[config.mk]
export PLATFORM = sky130hd
export DESIGN_NAME = soml_symbol_mapper
export DESIGN_NICKNAME = d
export VERILOG_FILES = /design/src/rtl/soml_symbol_mapper.sv
export SDC_FILE = /design/constraint.sdc
export NUM_CORES = 1
export LEC_CHECK = 0
export CAP_MARGIN = 20
export CORE_UTILIZATION = 41
export DETAILED_ROUTE_END_ITERATION = 8
export PLACE_DENSITY = 0.84
export SLEW_MARGIN = 0
export SYNTH_ARGS = -nofsm -noshare
export SYNTH_HDL_FRONTEND = slang
export SYNTH_SLANG_ARGS = --single-unit
[constraint.sdc]
create_clock -name clk -period 2.89 [get_ports clk]
set_clock_uncertainty 0.15 [all_clocks]
set_input_delay 0.4335 -clock clk [delete_from_list [all_inputs] [get_ports clk]]
set_output_delay 0.4335 -clock clk [all_outputs]
set_load 0.01 [all_outputs]
[src/rtl/soml_symbol_mapper.sv]
// Bit-serial to 16-QAM symbol-pair mapper: packs 8 bits into four PAM4 levels.
// Optional Gray decoding of each 2-bit field is enabled by SOML_MAPPER_GRAY_MAP_EN.
module soml_symbol_mapper #(
  parameter int unsigned N = 32,
  parameter int unsigned Q = 22
) (
  input  logic         clk,
  input  logic         rst,
  input  logic         clr,
  input  logic         bit_in,
  input  logic         bit_valid,
  output logic         bit_ready,
  output logic         sym_valid,
  input  logic         sym_ready,
  output logic [N-1:0] xI1,
  output logic [N-1:0] xQ1,
  output logic [N-1:0] xI2,
  output logic [N-1:0] xQ2,
  output logic [1:0]   idx_I1,
  output logic [1:0]   idx_Q1,
  output logic [1:0]   idx_I2,
  output logic [1:0]   idx_Q2,
  output logic [15:0]  sym_cnt
);

  if (N < Q + 3) begin : g_bad_cfg
    $error("soml_symbol_mapper: N must be at least Q+3");
  end

  logic [2:0] cnt_q;
  // Only seven bits are ever stored; the eighth arrives on bit_in at the completing edge.
  logic [6:0] shreg_q;
  logic [7:0] byte_next;
  logic       accept;
  logic       load;
  logic       retire;
  logic [1:0] k_i1, k_q1, k_i2, k_q2;

  function automatic logic [1:0] field_to_idx(input logic [1:0] f);
`ifdef SOML_MAPPER_GRAY_MAP_EN
    return {f[1], f[1] ^ f[0]};
`else
    return f;
`endif
  endfunction

  // Level m = 2k-3 as an N-bit two's complement integer, scaled by 2^Q.
  function automatic logic [N-1:0] level(input logic [1:0] k);
    logic [N-1:0] m;
    m = {{(N-3){1'b0}}, k, 1'b0} - {{(N-2){1'b0}}, 2'b11};
    return m << Q;
  endfunction

  assign bit_ready = !clr && ((cnt_q != 3'd7) || !sym_valid || sym_ready);
  assign accept    = bit_valid && bit_ready;
  assign byte_next = {shreg_q, bit_in};
  assign load      = accept && (cnt_q == 3'd7);
  assign retire    = sym_valid && sym_ready;

  always_comb begin
    k_i1 = field_to_idx(byte_next[7:6]);
    k_q1 = field_to_idx(byte_next[5:4]);
    k_i2 = field_to_idx(byte_next[3:2]);
    k_q2 = field_to_idx(byte_next[1:0]);
  end

  always_ff @(posedge clk or posedge rst) begin
    if (rst) begin
      cnt_q   <= 3'd0;
      shreg_q <= 7'd0;
    end else if (clr) begin
      cnt_q   <= 3'd0;
      shreg_q <= 7'd0;
    end else if (accept) begin
      cnt_q   <= cnt_q + 3'd1;
      shreg_q <= byte_next[6:0];
    end
  end

  always_ff @(posedge clk or posedge rst) begin
    if (rst) begin
      sym_valid <= 1'b0;
      xI1       <= '0;
      xQ1       <= '0;
      xI2       <= '0;
      xQ2       <= '0;
      idx_I1    <= 2'd0;
      idx_Q1    <= 2'd0;
      idx_I2    <= 2'd0;
      idx_Q2    <= 2'd0;
    end else if (load) begin
      // A load during a retire keeps sym_valid high: no bubble between pairs.
      sym_valid <= 1'b1;
      xI1       <= level(k_i1);
      xQ1       <= level(k_q1);
      xI2       <= level(k_i2);
      xQ2       <= level(k_q2);
      idx_I1    <= k_i1;
      idx_Q1    <= k_q1;
      idx_I2    <= k_i2;
      idx_Q2    <= k_q2;
    end else if (retire) begin
      sym_valid <= 1'b0;
    end
  end

  always_ff @(posedge clk or posedge rst) begin
    if (rst) begin
      sym_cnt <= 16'd0;
    end else if (retire) begin
      sym_cnt <= sym_cnt + 16'd1;
    end
  end

endmodule

# Yosys cells after proc, flatten, opt, wreduce, memory -nomap -nowiden
# Index checks and enable logic that the tools add are counted.
# totals
rom_bits	0
memories	0
regBits	75
in_bits	6
out_inout_bits	154
mem_bits_rw	0
latch_bits	0
# classes
n_shift	0
n_eq_ne	2
order_cmp	0
n_mul	0
n_bitwise	0
n_reduce_logical	10
n_div	0
muxes	6
addsub	6
# ops
operator	n
16-bit by 1-bit adder with 16-bit output, second input constant	1
3-bit by 2-bit subtractor with 4-bit output, second input constant	4
7-bit 2-to-1 mux	2
3-bit 2-to-1 mux	2
1-bit logical AND	4
2-bit nonzero test	2
3-bit by 1-bit adder with 3-bit output, second input constant	1
3-bit == test, second input constant	1
3-bit != test, second input constant	1
1-bit zero test	2
1-bit logical OR	2
1-bit 2-to-1 mux	2

# Depth between registers and ports, before layout
# logic_depth
word_depth	7
ltp_mapped	6
mapped_depth_nobuf	6

# Worst setup path before layout
# No wires, ideal clock.
# synth_timing
kind	reg2out
from	register cnt_q[0]
to	output port bit_ready
slack_ps	1028
arrival_time_ps	1278
required_time_ps	2307
stages_incl_launch_ff	6
path_cell_list	dfrtp_1 -> ha_1 -> ha_1 -> nand3b_1 -> buf_2 -> nor2b_1
# synth_between
elab_chain_cells	4
# synth_lines
item	line	rtl
from (decl)	30	logic [2:0] cnt_q;
from (signal assigned)	75	cnt_q <= cnt_q + 3'd1;
3-bit != test	54	assign bit_ready = !clr && ((cnt_q != 3'd7) || !sym_valid || sym_ready);
1-bit logical OR (2 in series)	54	
1-bit logical AND	54	
to (decl)	12	output logic bit_ready,
# Every way passes these cells.

# Worst setup path in the final report
# Same ends and word-level chain as after synthesis.

==> run_results.csv <==
group,metric,value,unit
cells_and_area,layout-drive-gt1-share,0.0588,
synthesis,synthTopCellsByArea,"dfrtp_1 (38%), buf_4 (35%), nand2_1 (5.8%)",
global_routing,grtUsageTotal,0.119,
global_routing,grt-ovfl-total,0,
sta,rsz0062_at_grt,"false",
sta,setup_tns,0,ns
synthesis,synth_top_area_cell,"dfrtp_1",
worst_setup_path,cp-end-kind,"primary output",
sta,slew_viol_final,0,
cells_and_area,nets,331,
outcome,status,"completed",
synthesis,synth.most_common_cell,"buf_4",
drt,drtAntennaViolNets,0,
floorplanning,die_w,82.2,um
clocking,cts_tree,"built",
synthesis,avgSynthCellArea,9.39,um^2
worst_setup_path,cp.required,2.31,ns
clocking,numCtsBuffers,5,
synthesis,ys_seq_area_frac,0.379,
synthesis,syn_area,2640,um^2
worst_setup_path,worstPathMaxFanout,3,
synthesis,synth_commonest_cells,"buf_4 (123), nand2_1 (41), dfrtp_1 (40)",
floorplanning,core,6060,um^2
global_routing,antenna_found_initial,0,
pwr,p_leak,1.54,nW
worst_setup_path,start_kind,"flip-flop",
synthesis,synth_flop_cell,"dfrtp_1",
clocking,clkLatencyLatePin,0.29,ns
run,cap_viol_max_count,0,
cells_and_area,num_antenna_cells,0,
pwr,power_density,400,nW/um^2
floorplanning,die_area,6760,um^2
clocking,clkSlewWorstSetupHoldPaths,0.08,ns
synthesis,synth_top_area_frac,0.379,
floorplanning,std_cell_rows,28,
drt,first_pass_iters,4,
pwr,vdd.ir_drop.worst,0.295,mV
drt,num_vias,1613,
synthesis,yosysUniqueCellTypes,27,
synthesis,synth_edf_count,0,
sta,hold_viol,0,
place,place.gp.congestion,0.838,
synthesis,synth_seq_cells,40,
sta,final-setup-viol-count,0,
clocking,cts.sinks,40,
clocking,post-cts-setup-buffer-count,0,
worst_setup_path,arrival,1.91,ns
place,hpwlAfterDp,3190,um
sta,period_needed,2.49,ns
sta,period_share,0.863,
global_routing,grt_pass1_vias,1312,
floorplanning,start_util,0.435,
worst_setup_path,critical_path_class,"flip-flop to primary output",
sta,tightest_slew,0.519,ns
synthesis,synthArstFlopShare,1.00,
cells_and_area,area_growth,12.9,%
global_routing,grt_first_pass_wirelength,6070,um
drt,drtIter0Drc,94,
drt,drc,0,
clocking,clockBufferDepth,2,
drt,drt-total-wl,4140,um
floorplanning,ios,160,
hold_path,hold_path.class,"flip-flop to flip-flop",
place,numPortBuffers,71,
sta,relSlewSlack,0.653,
clocking,cts_resized,0,
synthesis,syn_inst,281,
drt,wire_per_inst,10.4,um
synthesis,synth_warnings,0,
global_routing,grt_max_degree,41,
cells_and_area,final_util,0.492,
clocking,cts_root_buf,"clkbuf_8",
clocking,cts_max_level,2,
clocking,hold_buffers,0,
floorplanning,die_y,82.2,um
sta,fmax,401,MHz
drt,avgViaCountPerCell,4.05,
[final timing paths]
path,startpoint,end,slack [ns],depth (start not counted)
max in group asynchronous,rst,sym_cnt[3],1.83,3
worst max register to register,cnt_q[0],cnt_q[2],1.06,7
worst max-delay path,cnt_q[0],bit_ready,0.40,5
worst min register to register,sym_cnt[15],sym_cnt[15],0.32,1
min in group asynchronous,rst,idx_I2[0],0.42,3
worst min-delay path,sym_cnt[15],sym_cnt[15],0.32,1
[worst max-delay path: stages, from the launching register on]
cell and delay [ns]:
dfrtp_1 0.40, ha_1 0.21, ha_1 0.20, nand3b_1 0.13, nor2b_1 0.14, clkdlybuf4s50_1 0.54
[registers in the layout (all words and copies together) (netlist names)]
name	cells
xI1	1
xI2	1
xQ1	1
cnt_q	3
shreg_q	7
sym_cnt	16
idx_Q2	2
xQ2	2
idx_I2	2
idx_I1	2
sym_valid	1
idx_Q1	2
[placed cells by master (no fill, tap or decap), types with 2 or more instances in the layout]
master	n
and3_1	4
buf_4	4
clkbuf_8	7
clkdlybuf4s50_1	71
conb_1	88
dfrtp_1	40
ha_1	3
inv_1	2
nand2_1	41
nand2b_1	2
nand3_1	16
nand3b_1	10
nor2_1	4
nor2b_1	2
o21a_1	2
xnor2_1	10
xor2_1	6
[metrics by stage]
step	power (mW)	instance area (um^2)	worst slack (ns)	hold slack [ns]	instances
floorplan	0.765	2970	1.03	0.308	368
detailed placement	0.705	2850	0.444	0.316	390
finish	1.19	2980	0.397	0.322	398
global placement	0.702	2850	0.515	0.310	390
global route	1.24	2980	0.343	0.345	398
CTS	1.20	2980	0.374	0.328	398
[metal layers]
layer	wire, um	vias up	global-route usage
li1	-	759	-
met1	1600	762	0.135
met2	2180	86	0.209
met3	275	6	0.0220
met4	79	0	0.0649
met5	0	-	0
[layout make-up]
class	count	area [um^2]
clock buffer	7	96.3
clock inverter	1	30.0
fill	538	3080
inverter	2	7.51
multi-input combinational	198	1010
sequential	40	1000
tap	75	93.8
timing repair buffer	75	741
[power breakdown]
group / internal [mW] / switching, mW
clock: 0.305 / 0.190
combinational: 0.0353 / 0.0863
sequential: 0.567 / 0.00764
total: 0.907 / 0.284
[cell families (layout without fill, tap and decap cells)]
kind of cell	Yosys count	in the layout	share of synthesized area
XOR/XNOR	16	16	0.0531
multiplexers	1	1	0.00427
adder cells (fa/ha/maj)	3	3	0.0142
AND/OR/NAND/NOR	86	86	0.176
AO/OA/AOI/OAI	4	4	0.00948
other	1	88	0.00142
flip-flops	40	40	0.379
buffers and inverters	130	85	0.362
Note: power is estimated with default switching activity, not from simulation.
